==> src/rtl/clyde_tweakey_sched_pkg.sv <==
`default_nettype none
// ============================================================================
//  Module   : clyde_tweakey_sched_pkg
//  Purpose  : Shared Clyde constants: step count, step index width and the
//             tweakey scheduler FSM state encoding.
//  Revision : 1.0  initial release
// ============================================================================
package clyde_tweakey_sched_pkg;

    localparam int TK_STEPS = 7;
    localparam int STEP_W   = 3;

    typedef logic [1:0] state_t;

    localparam state_t ST_IDLE = 2'd0;
    localparam state_t ST_RUN  = 2'd1;
    localparam state_t ST_DONE = 2'd2;

    localparam logic [STEP_W-1:0] LAST_STEP = STEP_W'(TK_STEPS - 1);

endpackage : clyde_tweakey_sched_pkg
`default_nettype wire

==> src/rtl/clyde_tweakey_sched_if.sv <==
`default_nettype none
// ============================================================================
//  Module   : clyde_tweakey_sched_if
//  Purpose  : Control, key/tweak load and tweakey output bundle of the
//             Clyde tweakey scheduler.
//  Revision : 1.0  initial release
// ============================================================================
interface clyde_tweakey_sched_if #(
    parameter int NSHARES = 2
);
    import clyde_tweakey_sched_pkg::*;

    logic                     start;
    logic                     decrypt;
    logic [128*NSHARES-1:0]   key_sh;
    logic [127:0]             tweak;
    logic                     next;
    logic [128*NSHARES-1:0]   tk_sh;
    logic                     tk_valid;
    logic [STEP_W-1:0]        step_idx;
    logic                     last;
    logic                     busy;

    // Consumer side: issues start/next and reads the step tweakey
    modport master (
        output start, decrypt, key_sh, tweak, next,
        input  tk_sh, tk_valid, step_idx, last, busy
    );

    // Scheduler side
    modport slave (
        input  start, decrypt, key_sh, tweak, next,
        output tk_sh, tk_valid, step_idx, last, busy
    );

endinterface : clyde_tweakey_sched_if
`default_nettype wire

==> src/rtl/clyde_tweakey_sched_phi_dual.sv <==
`default_nettype none
// ============================================================================
//  Module   : phi_dual
//  Purpose  : Clyde tweak update phi and its inverse on a {hi,lo} 128-bit
//             tweak. Forward {hi,lo}->{lo,hi^lo}; inverse {hi,lo}->{hi^lo,hi}.
//  Revision : 1.0  initial release
// ============================================================================
module phi_dual (
    input  wire logic [127:0] i_t,
    input  wire logic         i_inv,
    output logic      [127:0] o_t
);

    logic [63:0] w_hi;
    logic [63:0] w_lo;

    assign w_hi = i_t[127:64];
    assign w_lo = i_t[63:0];

    // Select the forward or inverse rotation of the tweak halves
    always_comb begin
        if (i_inv) o_t = {w_hi ^ w_lo, w_hi};
        else       o_t = {w_lo, w_hi ^ w_lo};
    end

endmodule : phi_dual
`default_nettype wire

==> src/rtl/clyde_tweakey_sched.sv <==
`default_nettype none
// ============================================================================
//  Module   : clyde_tweakey_sched
//  Purpose  : Masked Clyde tweakey scheduler. Produces the seven step
//             tweakeys key ^ T(s), with the tweak folded into share 0 only,
//             advancing one step per accepted next request.
//  Revision : 1.0  initial release
// ============================================================================
module clyde_tweakey_sched
    import clyde_tweakey_sched_pkg::*;
#(
    parameter int NSHARES = 2
) (
    input  wire logic              clk,
    input  wire logic              rst_n,
    clyde_tweakey_sched_if.slave   bus
);

    state_t                  r_state;
    logic [STEP_W-1:0]       r_step;
    logic                    r_dec;
    logic [127:0]            r_t;
    logic [127:0]            r_key0;
    logic [128*NSHARES-1:0]  r_tk_sh;

    logic [127:0]            w_t_nxt;
    logic [128*NSHARES-1:0]  w_tk_load;
    logic                    w_run;

    assign w_run = (r_state == ST_RUN);

    // Single tweak update, direction taken from the registered decrypt bit
    phi_dual u_phi (
        .i_t   (r_t),
        .i_inv (r_dec),
        .o_t   (w_t_nxt)
    );

    // Step-0 tweakey on load: T(0) = tweak enters share 0, other shares pass
    always_comb begin
        w_tk_load          = bus.key_sh;
        w_tk_load[127:0]   = bus.key_sh[127:0] ^ bus.tweak;
    end

    // FSM, step counter and registered tweakey; start overrides next
    always_ff @(posedge clk or negedge rst_n) begin
        if (!rst_n) begin
            r_state <= ST_IDLE;
            r_step  <= '0;
            r_dec   <= 1'b0;
            r_t     <= '0;
            r_key0  <= '0;
            r_tk_sh <= '0;
        end else if (bus.start) begin
            r_state <= ST_RUN;
            r_step  <= '0;
            r_dec   <= bus.decrypt;
            r_t     <= bus.tweak;
            r_key0  <= bus.key_sh[127:0];
            r_tk_sh <= w_tk_load;
        end else if (w_run && bus.next) begin
            if (r_step == LAST_STEP) begin
                r_state <= ST_DONE;
            end else begin
                r_step          <= r_step + STEP_W'(1);
                r_t             <= w_t_nxt;
                r_tk_sh[127:0]  <= r_key0 ^ w_t_nxt;
            end
        end
    end

    assign bus.tk_sh    = r_tk_sh;
    assign bus.tk_valid = w_run;
    assign bus.step_idx = r_step;
    assign bus.last     = w_run && (r_step == LAST_STEP);
    assign bus.busy     = w_run;

endmodule : clyde_tweakey_sched
`default_nettype wire

==> src/flat_wrapper.sv <==
// flat-port wrapper written by rule: the top's interface ports become plain ports
module clyde_tweakey_sched_flat import clyde_tweakey_sched_pkg::*;
#(
    parameter int NSHARES = 2
)
  (clk, rst_n, bus_start, bus_decrypt, bus_key_sh, bus_tweak, bus_next, bus_tk_sh, bus_tk_valid, bus_step_idx, bus_last, bus_busy);
  clyde_tweakey_sched_if #(.NSHARES(NSHARES)) bus_i ();
  input  wire logic clk;
  input  wire logic rst_n;
  input wire logic [$bits(bus_i.start)-1:0] bus_start;
  input wire logic [$bits(bus_i.decrypt)-1:0] bus_decrypt;
  input wire logic [$bits(bus_i.key_sh)-1:0] bus_key_sh;
  input wire logic [$bits(bus_i.tweak)-1:0] bus_tweak;
  input wire logic [$bits(bus_i.next)-1:0] bus_next;
  output wire logic [$bits(bus_i.tk_sh)-1:0] bus_tk_sh;
  output wire logic [$bits(bus_i.tk_valid)-1:0] bus_tk_valid;
  output wire logic [$bits(bus_i.step_idx)-1:0] bus_step_idx;
  output wire logic [$bits(bus_i.last)-1:0] bus_last;
  output wire logic [$bits(bus_i.busy)-1:0] bus_busy;
  assign bus_i.start = bus_start;
  assign bus_i.decrypt = bus_decrypt;
  assign bus_i.key_sh = bus_key_sh;
  assign bus_i.tweak = bus_tweak;
  assign bus_i.next = bus_next;
  assign bus_tk_sh = bus_i.tk_sh;
  assign bus_tk_valid = bus_i.tk_valid;
  assign bus_step_idx = bus_i.step_idx;
  assign bus_last = bus_i.last;
  assign bus_busy = bus_i.busy;
  clyde_tweakey_sched #(.NSHARES(NSHARES)) u_core (.clk(clk), .rst_n(rst_n), .bus(bus_i));
endmodule
==> config.mk <==
export PLATFORM = sky130hd
export DESIGN_NAME = clyde_tweakey_sched_flat
export DESIGN_NICKNAME = d
export VERILOG_FILES = /design/src/rtl/clyde_tweakey_sched_pkg.sv /design/src/rtl/clyde_tweakey_sched_if.sv /design/src/rtl/clyde_tweakey_sched_phi_dual.sv /design/src/rtl/clyde_tweakey_sched.sv /design/src/flat_wrapper.sv
export SDC_FILE = /design/constraint.sdc
export NUM_CORES = 1
export LEC_CHECK = 0
export CAP_MARGIN = 5
export CORE_MARGIN = 2
export CORE_UTILIZATION = 40
export CTS_BUF_LIST = sky130_fd_sc_hd__clkbuf_8 sky130_fd_sc_hd__clkbuf_16
export CTS_CLUSTER_SIZE = 28
export DETAILED_ROUTE_END_ITERATION = 10
export PLACE_DENSITY = 0.73
export RECOVER_POWER = 100
export SETUP_SLACK_MARGIN = 0.1
export SYNTH_ARGS = -nofsm -noshare
export SYNTH_HDL_FRONTEND = slang
export SYNTH_SLANG_ARGS = --single-unit
==> constraint.sdc <==
create_clock -name clk -period 1.7 [get_ports clk]
set_input_delay 0.425 -clock clk [delete_from_list [all_inputs] [get_ports clk]]
set_output_delay 0.425 -clock clk [all_outputs]
set_load 0.03 [all_outputs]
# Word level (Yosys, flattened, before mapping)
# Index checks and enable logic that the tools add are counted.
# word_totals
wordCells	33
register_bits	518
romBits	0
input_bits	389
latch_bits	0
mem_count	0
ramBits	0
# op_classes
n_lt_le_gt_ge	0
shift	0
mux	13
n_reduce_logical	6
n_mul	0
div	0
bitwise	3
add_sub_neg	1
eq_ne	3
# ops
cell	count
128-bit two-way mux	7
128-bit XOR	2
64-bit XOR	1
3-bit two-way mux	3
2-bit two-way mux	3
2-bit AND reduction	2
2-bit nonzero test	2
3-bit by 1-bit adder with 3-bit output, second input constant	1
3-bit equality test, second input constant	1
2-bit by 1-bit equality test with 1-bit output, second input constant	1
1-bit logical AND	2
2-bit inequality test, second input constant	1

# Depth between registers and ports, before layout
# Gate-level depths: netlist (run 1).
# depth
ltp_word	6
mapped_depth	9
ltp_nobuf	5

# Modules after synthesis
# From an unflattened synthesis (run 1), not the netlist that was laid out.
# unflattened
hier_cells	2548
hier_area_um2	26568.0
# by_module_without_submodules
module	area_per_inst_um2	instances	cells_each
clyde_tweakey_sched	24727.5	1	2278
phi_dual	1840.5	1	270

# Worst setup path after synthesis (run 1)
# Ideal clock, no wire load.
# synth_timing
path_kind	register -> output
start	reg u_core.r_step[0] (netlist: u_core.bus.step_idx[0])
end	out bus_last
stages_incl_launch_ff	7
t_required_ps	1275
n_path_buf	2
path_slack_ps	-320
arrival_time_ps	1595
cell_sequence	dfrtp_1 -> inv_1 -> ha_1 -> and2_1 -> buf_4 -> clkbuf_1 -> and2_1
# synth_via
elab_chain_cells	2
# synth_rtl
item	line_no	text
start, declared	clyde_tweakey_sched.sv:20	logic [STEP_W-1:0] r_step;
start signal, assigned	clyde_tweakey_sched.sv:65	r_step <= r_step + STEP_W'(1);
3-bit equality test	clyde_tweakey_sched.sv:75	assign bus.last = w_run && (r_step == LAST_STEP);
1-bit logical AND	clyde_tweakey_sched.sv:75	
end, declared	flat_wrapper.sv:18	output wire logic [$bits(bus_i.last)-1:0] bus_last;
# No other way between the ends.

# Final worst setup path (run 1)
# layout_timing
start	reg u_core.r_step[1] (netlist: u_core.bus.step_idx[1])
end	out bus_last
# The elaborated chain is that of the path after synthesis.

==> results of run 1 <==
worst paths after layout:
check / start / end / slack [ns] / cells past startpoint
min in group asynchronous: rst_n / u_core.r_key0[0]$_DFFE_PN0P_ / 0.70 / 2
worst min register to register: u_core.bus.tk_sh[149]$_DFFE_PN0P_ / u_core.bus.tk_sh[149]$_DFFE_PN0P_ / 0.50 / 1
worst min-delay path: bus_key_sh[184] / u_core.bus.tk_sh[184]$_DFFE_PN0P_ / 0.39 / 2
worst max-delay path: u_core.bus.step_idx[1]$_DFFE_PN0P_ / bus_last / -0.53 / 5
worst max register to register: u_core.bus.step_idx[1]$_DFFE_PN0P_ / u_core.bus.tk_sh[51]$_DFFE_PN0P_ / -0.40 / 8
max in group asynchronous: rst_n / u_core.bus.tk_sh[10]$_DFFE_PN0P_ / -0.27 / 3
state kept, by name, summed over array words and instances (netlist names):
signal / cells
u_core.bus.step_idx: 3
u_core.r_t: 128
u_core.bus.tk_sh: 256
u_core.r_state: 2
u_core.r_dec: 1
u_core.r_key0: 128
cell type report:
class	instances	area, sq um
diodes	13	32.53
clock buffers	77	1735
clock inverters	28	251.5
fillers	5915	29220
inverters	1	3.754
multi-input cells	1949	16260
flip-flops and latches	518	12970
well taps	950	1189
repair buffers	949	9694
stage by stage:
| stage | cell area (sq um) | utilization [%] | setup TNS, ns |
|---|---|---|---|
| floorplan | 29580 | - | -6.963 |
| global placement | 37790 | 52.96 | -73.04 |
| detailed placement | 37790 | 52.96 | -83.17 |
| CTS | 40590 | 56.88 | -30.73 |
| global route | 42140 | 59.05 | -232.98 |
| finish | 42140 | 59.05 | -133.75 |
routing by layer:
metal / share of wire, % / up-vias
li1: - / 11180
met1: 40 / 12270
met2: 49 / 903
met3: 6.5 / 221
met4: 4.3 / 6
met5: 0.033 / -
power by group:
group	switching, mW	total, mW	internal, mW
Combinational	6.31	12.1	5.75
Sequential	1.57	15.4	13.8
Clock	5.47	13.2	7.71
Total	13.4	40.7	27.3
repair_timing:
item,4_1_cts,5_1_grt
hold endpoints to repair,208,0
pin swaps,24,165
hold buffers,1,0
buffers inserted,21,85
gates cloned,7,28
gates resized for setup,1652,225
endpoints found under the setup margin,461,522
synth_stat cells, drive strengths merged:
cell type  number
a2111oi        63
a211oi         65
a21o            1
a21oi           3
a31oi         128
and2            2
and3b           1
and4b           2
buf            93
clkbuf        185
dfrtp         518
ha              2
inv             1
mux2          257
nand2         383
nand2b        125
nand3           3
nand3b         65
nor2            2
nor2b         130
nor3            1
nor3b           1
nor4b           1
o211ai         66
o21ai          67
o221ai         63
o31ai         127
or2             1
or2b            2
or3             2
xnor2         192
xor2          192
critical path: stages (launching register included):
cell and delay, ns:
dfrtp_2 0.42, ha_4 0.16, and2_4 0.16, buf_12 0.12, and2_4 0.16, buf_6 0.13
cell families (layout without fill, tap and decap cells):
logic type,after synthesis,after routing,synth area share [%]
simple gates,721,723,12.74
compound gates,583,583,15.81
flops,518,518,45.11
xor+xnor,384,384,11.70
buf+inv,279,1055,4.476
mux,257,257,10.07
fa+ha+maj,2,2,0.08708
other cells,0,13,0
==> run_results.csv, run 1 <==
group,metric,value,unit
grt,grt-busiest-layer,"met2",
cells_and_area,fin_cells,4485,
place,hpwl,67200,um
synthesis,yosysTopAreaCell,"dfrtp_1",
power_and_ir_drop,p_leak,16.89,nW
routing,routedWlPerCell,22.84,um
clocking,path_clk_slew,0.06,ns
routing,drc,0,
timing,hold_viol,0,
grt,use_met3,4.470,%
timing,drv_slew,0,
synthesis,mappedNetlistNets,3135,
synthesis,synth_warnings,0,
job,cap_violations,0,
die,rows,98,
synthesis,synth_area_leaders,"dfrtp_1 45%, mux2_2 10%, xnor2_1 5.9%",
timing,slew_headroom,1.200,%
place,portBuffers,650,
place,post-place-ws,-0.4153,ns
worst_setup_path,cp-end-kind,"primary output",
grt,track_usage,24.66,%
clocking,clk_latency,0.64,ns
routing,drtIter0Drc,1820,
cells_and_area,syn2layout_area_growth,46.67,%
clocking,cts_buffer_depth,3,
grt,antenna_found_initial,14,
timing,rsz0062_at_grt,"yes",
worst_setup_path,crit_type,"flop to primary output",
clocking,root_buffer,"clkbuf_16",
grt,grt.overflow.total,0,
power_and_ir_drop,power,40.66,mW
die,die_height,272.0,um
die,initial_core_util,40.26,%
status,violations,"negative setup slack",
synthesis,mappedNetlistArea,28730,sq um
synthesis,ys_seq_area_share,45.11,%
min_path,hp-class,"input pin to flop",
clocking,h-tree-depth,2,
routing,wl,102400,um
place,placed_cells,4226,
cells_and_area,final_cell_mix,"511 x dfrtp_1, 386 x clkdlybuf4s50_1, 382 x nand2_1",
grt,use_met1,31.63,%
worst_setup_path,cp.required,1.27,ns
routing,final_antenna_net_count,0,
timing,worstMarginPinSlew,1.482,ns
worst_setup_path,worst_ep_arrival_time,1.80,ns
synthesis,netlist_instances,2744,
synthesis,ys_ff_latch,518,
power_and_ir_drop,ir_drop,841.7,uV
timing,fin_skew,0.02316,ns
timing,fin_crit,2.227,ns
grt,gr-usage-met2,40.86,%
cells_and_area,mostFrequentLayoutCell,"dfrtp_1",
die,io_pins,651,
cells_and_area,nets,3869,
clocking,cts_tree,"yes",
synthesis,synth_cell_types,38,
grt,grt_pass1_vias,23670,
die,core_area,71360,sq um
synthesis,avgSynthCellArea,10.47,sq um
status,outcome,"finished, violations left",
timing,finalSetupViolCount,912,
timing,whs,0.3910,ns
place,gp_congestion,0.8537,
routing,num_vias,24580,
grt,grt_max_degree,85,
grt,grt_pass1_wl,143400,um
worst_setup_path,startpoint_type,"flop",
die,fp.dieW,272.0,um
die,die_area,73990,sq um
routing,routed_via_density,5.481,
routing,drt_first_pass_iters,7,
timing,setup_ws,-0.5270,ns
power_and_ir_drop,cellPowerDensity,964.7,nW/um^2
clocking,numCtsBuffers,59,
clocking,clock-sinks,518,
timing,fin_crit_sh,131.0,%
timing,clock.fmax,449.0,MHz
worst_setup_path,critPathMaxFanout,2,
cells_and_area,drive_gt1_share,32.25,%
synthesis,yosys.area.top_type_share,45.11,%
Note: power is estimated with default switching activity, not from simulation.
==> inputs of run 2 (changes only) <==
CORE_ASPECT_RATIO = 0.6   (was not set)
==> run_results.csv, run 2 (synthesized netlist as in run 1, its figures left out) <==
group,metric,value,unit
status,outcome,"finished, violations left",
status,violations,"negative setup slack",
die,die_height,211.6,um
worst_setup_path,reg2reg_slack,-0.46,ns
power_and_ir_drop,p_leak,16.88,nW
worst_setup_path,regToRegEndpoint,"u_core.bus.tk_sh[123]$_DFFE_PN0P_",
cells_and_area,drive_gt1_share,32.51,%
min_path,hp-class,"input pin to flop",
cells_and_area,syn2layout_area_growth,46.54,%
worst_setup_path,startpoint_type,"flop",
die,rows,76,
routing,drt_first_pass_iters,6,
timing,drv_slew,0,
routing,routedWlPerCell,22.94,um
clocking,root_buffer,"clkbuf_16",
routing,wl,103100,um
worst_setup_path,r2r_start,"u_core.bus.step_idx[1]$_DFFE_PN0P_",
worst_setup_path,r2r_cells,8,
timing,clock.fmax,453.3,MHz
job,cap_violations,0,
die,fp.dieW,350.0,um
grt,antenna_found_initial,5,
die,initial_core_util,40.24,%
power_and_ir_drop,p_seq_share,37.6,%
power_and_ir_drop,p_int,27.52,mW
worst_setup_path,crit_type,"flop to primary output",
timing,worstMarginPinSlew,0.8687,ns
routing,num_vias,24940,
power_and_ir_drop,sw_frac_of_total,32.65,%
die,die_area,74060,sq um
cells_and_area,fin_cells,4496,
worst_setup_path,endpoint,"bus_last",
power_and_ir_drop,clkPwrFrac,32.6,%
routing,drtIter0Drc,2198,
worst_setup_path,worst_ep_arrival_time,1.78,ns
clocking,cts_buffer_depth,3,
grt,grt_max_degree,65,
timing,finalSetupViolCount,415,
die,io_pins,651,
cells_and_area,stdcell_area,42110,sq um
timing,fin_crit_sh,129.8,%
timing,slew_headroom,42.09,%
cells_and_area,largest_reg_flops,256,
timing,setup_tns,-110.55,ns
clocking,numCtsBuffers,52,
worst_setup_path,crit_start,"u_core.bus.step_idx[1]$_DFFE_PN0P_",
timing,setup_ws,-0.5060,ns
routing,drc,0,
cells_and_area,fin_util,58.96,%
place,portBuffers,650,
grt,track_usage,25.42,%
timing,hold_viol,0,
routing,final_antenna_net_count,0,
routing,routed_via_density,5.548,
timing,rsz0062_at_grt,"yes",
place,post-place-ws,-0.5112,ns
die,core_area,71410,sq um
power_and_ir_drop,power,40.87,mW
grt,grt_pass1_wl,146100,um
worst_setup_path,cp-end-kind,"primary output",
grt,grt.overflow.total,0,
power_and_ir_drop,ir_drop,840.8,uV
timing,fin_crit,2.206,ns
place,dpl-instance-area,38100,sq um
cells_and_area,nets,3871,
timing,whs,0.4165,ns
place,placed_cells,4273,
clocking,clock-sinks,518,
clocking,cts_tree,"yes",
place,gp_congestion,0.8637,
clocking,h-tree-depth,2,
clocking,path_clk_slew,0.07,ns
worst_setup_path,cp.required,1.27,ns
cells_and_area,final_cell_mix,"513 x dfrtp_1, 386 x clkdlybuf4s50_1, 382 x nand2_1",
timing,fin_skew,0.02234,ns
worst_setup_path,critPathMaxFanout,2,
power_and_ir_drop,cellPowerDensity,970.6,nW/um^2
grt,grt_pass1_vias,23760,
cells_and_area,mostFrequentLayoutCell,"dfrtp_1",
place,hpwl,66920,um
power_and_ir_drop,p_sw,13.34,mW
power_and_ir_drop,combPwrFrac,29.8,%
clocking,clk_latency,0.62,ns
[run 2: changes by cell type in the layout (fill, tap and decap cells not counted), sizes merged]
cell | before | now
inv | 12 | 11
clkbuf | 182 | 199
bufinv | 4 | 14
clkinvlp | 2 | 1
or3 | 4 | 2
diode | 13 | 2
buf | 457 | 431
[run 2: power groups by stage]
| stage | Sequential, mW | Combinational, mW | Clock [mW] |
|---|---|---|---|
| after floorplan | 16.6 | 5.62 | 0 |
| after global placement | 15.5 | 11.5 | 0 |
| after detailed placement | 15.5 | 11.6 | 0 |
| after CTS | 15.5 | 12.2 | 13.5 |
| after global routing | 15.6 | 13.0 | 14.0 |
| final | 15.4 | 12.2 | 13.3 |
[run 2: layout make-up]
class | count | area [sq um]
repair buffers | 960 | 9679
clock buffers | 57 | 1381
flip-flops and latches | 518 | 12970
fillers | 5839 | 29310
inverters | 1 | 3.754
diodes | 2 | 5.005
multi-input cells | 1947 | 16310
well taps | 975 | 1220
clock inverters | 36 | 539.3
[run 2: metal layers]
metal	vias up	GRT usage, %	wire length, um
met5	-	0	44
met3	164	4.868	7274
met1	12690	37.50	46580
met4	6	6.139	2476
met2	915	38.30	46740
li1	11170	-	-
[run 2: worst min-delay path by stage]
| stage | cells past startpoint | from | slack [ns] | to |
|---|---|---|---|---|
| after floorplan | 0 | rst_n | 0.13 | u_core.bus.step_idx[0]$_DFFE_PN0P_ |
| after global placement | 1 | rst_n | 0.31 | u_core.bus.tk_sh[129]$_DFFE_PN0P_ |
| after detailed placement | 1 | rst_n | 0.31 | u_core.bus.tk_sh[255]$_DFFE_PN0P_ |
| after CTS | 2 | rst_n | 0.24 | u_core.bus.tk_sh[129]$_DFFE_PN0P_ |
| after global routing | 2 | bus_key_sh[171] | 0.39 | u_core.bus.tk_sh[171]$_DFFE_PN0P_ |
| final | 2 | bus_key_sh[171] | 0.42 | u_core.bus.tk_sh[171]$_DFFE_PN0P_ |
[run 2: repair_timing]
| item | in CTS | in global routing |
|---|---|---|
| setup endpoints to repair | 506 | 516 |
| gates cloned | 14 | 30 |
| endpoints found under the hold margin | 123 | 0 |
| buffers inserted | 47 | 43 |
| gates resized for setup | 1809 | 183 |
| hold buffers | 1 | 0 |
| pin swaps | 28 | 217 |
[run 2: critical path: stages (launching register included)]
cell and delay, ns:
dfrtp_2 0.43, ha_4 0.16, and2_4 0.17, buf_8 0.12, and2_4 0.14, buf_6 0.13
==> inputs of run 3 (changes only) <==
PLACE_DENSITY = 0.71   (was 0.73)
clock period = 2.1 ns   (was 1.7 ns; I/O delays follow)
==> run_results.csv, run 3 (synthesized netlist as in run 1, its figures left out) <==
group,metric,value,unit
timing,fin_crit_sh,104.8,%
routing,final_antenna_net_count,0,
timing,drv_slew,0,
die,fp.dieW,350.0,um
routing,num_vias,23440,
grt,antenna_found_initial,8,
grt,grt.overflow.total,0,
cells_and_area,final_cell_mix,"513 x dfrtp_1, 386 x clkdlybuf4s50_1, 382 x nand2_1",
worst_setup_path,cp.required,1.57,ns
worst_setup_path,endpoint,"bus_last",
timing,hold_viol,0,
die,io_pins,651,
clocking,numCtsBuffers,53,
die,rows,76,
worst_setup_path,worst_ep_arrival_time,1.68,ns
place,post-place-ws,-0.1650,ns
timing,worstMarginPinSlew,0.9583,ns
worst_setup_path,crit_type,"flop to primary output",
worst_setup_path,r2r_cells,7,
clocking,clk_latency,0.62,ns
place,placed_cells,4206,
clocking,cts_tree,"yes",
timing,whs,0.4988,ns
routing,routedWlPerCell,21.21,um
clocking,cts_buffer_depth,3,
cells_and_area,fin_cells,4333,
power_and_ir_drop,cellPowerDensity,790.6,nW/um^2
worst_setup_path,cp_cell_sequence,"inv_2 -> ha_4 -> and2_4 -> and2_4 -> buf_6",
timing,setup_ws,-0.1006,ns
timing,slew_headroom,36.11,%
timing,fin_crit,2.201,ns
place,gp_congestion,0.8625,
power_and_ir_drop,p_leak,15.51,nW
grt,track_usage,23.65,%
cells_and_area,nets,3702,
worst_setup_path,critPathMaxFanout,2,
grt,grt_pass1_wl,136900,um
die,core_area,71410,sq um
worst_setup_path,r2r_start,"u_core.bus.step_idx[1]$_DFFE_PN0P_",
routing,routed_via_density,5.410,
cells_and_area,mostFrequentLayoutCell,"dfrtp_1",
routing,drt_first_pass_iters,5,
timing,rsz0062_at_grt,"yes",
status,outcome,"finished, violations left",
die,die_area,74060,sq um
status,violations,"negative setup slack",
timing,finalSetupViolCount,60,
grt,grt_max_degree,70,
worst_setup_path,crit_start,"u_core.bus.step_idx[0]$_DFFE_PN0P_",
timing,setup_tns,-2.190,ns
worst_setup_path,worst_path_most_repeated_cell,"and2_4",
worst_setup_path,regToRegEndpoint,"u_core.bus.tk_sh[78]$_DFFE_PN0P_",
place,hpwl,64770,um
clocking,h-tree-depth,2,
worst_setup_path,cpMaxStageDelayCell,"dfrtp_2",
die,die_height,211.6,um
routing,wl,91890,um
die,initial_core_util,40.24,%
clocking,path_clk_slew,0.07,ns
grt,grt_pass1_vias,22060,
worst_setup_path,cp-end-kind,"primary output",
power_and_ir_drop,ir_drop,590.3,uV
cells_and_area,drive_gt1_share,18.19,%
routing,drtIter0Drc,1893,
clocking,clock-sinks,518,
routing,drc,0,
worst_setup_path,startpoint_type,"flop",
worst_setup_path,reg2reg_slack,-0.08,ns
job,cap_violations,0,
min_path,hp-class,"flop to flop",
cells_and_area,syn2layout_area_growth,34.03,%
worst_setup_path,max_stage_delay,0.41,ns
timing,fin_skew,0.01824,ns
timing,clock.fmax,454.4,MHz
cells_and_area,largest_reg_flops,256,
place,portBuffers,650,
cells_and_area,fin_util,53.93,%
clocking,root_buffer,"clkbuf_16",
-- run 3: cell count changes in the layout (fill, tap and decap cells not counted), moves of 27 or more --
cell	before	now
clkbuf_4	62	15
buf_6	33	5
clkbuf_2	51	24
dlygate4sd2_1	0	204
a211oi_1	1	63
buf_4	187	54
a2111oi_4	61	8
a211oi_2	57	2
clkdlybuf4s15_1	0	28
buf_2	108	5
buf_12	63	31
a2111oi_2	2	29
o21ai_0	36	66
-- run 3: metal layers --
layer	GRT usage, %	wire length [um]
met1	35.94	43410
met2	33.94	40080
met3	5.377	6699
met4	5.232	1681
met5	0	27
-- run 3: power by group --
part	total, mW	internal, mW	switching [mW]
combinational	8.59	3.93	4.66
sequential	12.4	11.2	1.22
clock	9.44	5.14	4.30
-- run 3: timing repair --
| action | CTS | global route |
|---|---|---|
| setup endpoints to repair | 261 | 62 |
| pin swaps | 2 | 35 |
| hold buffers | 1 | 0 |
| gates resized for setup | 323 | 139 |
| buffers inserted | 6 | 10 |
| cloned | 0 | 8 |
| hold endpoints to repair | 32 | 0 |
-- run 3: cell type report --
class | instances | area [sq um]
clock buffers | 67 | 1530
multi-input cells | 1947 | 14900
flip-flops and latches | 518 | 12970
well taps | 975 | 1220
inverters | 1 | 3.754
diodes | 5 | 12.51
fillers | 6314 | 32900
repair buffers | 790 | 7707
clock inverters | 30 | 170.2
-- run 3: how the worst min path moves through the flow --
stage | start | to | slack, ns | cells past startpoint
after floorplan | rst_n | u_core.bus.step_idx[0]$_DFFE_PN0P_ | 0.23 | 0
after global placement | u_core.bus.tk_sh[196]$_DFFE_PN0P_ | u_core.bus.tk_sh[196]$_DFFE_PN0P_ | 0.49 | 1
after detailed placement | u_core.bus.tk_sh[236]$_DFFE_PN0P_ | u_core.bus.tk_sh[236]$_DFFE_PN0P_ | 0.49 | 1
after CTS | bus_start | u_core.r_t[12]$_DFFE_PN0P_ | 0.35 | 3
after global routing | bus_key_sh[183] | u_core.bus.tk_sh[183]$_DFFE_PN0P_ | 0.49 | 2
final | u_core.bus.tk_sh[177]$_DFFE_PN0P_ | u_core.bus.tk_sh[177]$_DFFE_PN0P_ | 0.50 | 1
-- run 3: critical path: cells and delay by family, from the launching register on --
family	cells	cell delay, ns
buffers and inverters	2	0.21
adders and majority gates	1	0.13
and+or+nand+nor	2	0.30
DFF	1	0.41
-- run 3: stage by stage --
stage	area (sq um)	power, mW
final	38510	30.45
after global routing	38510	31.88
after CTS	38240	30.49
after detailed placement	36740	21.47
after global placement	36740	21.34
after floorplan	28740	17.66
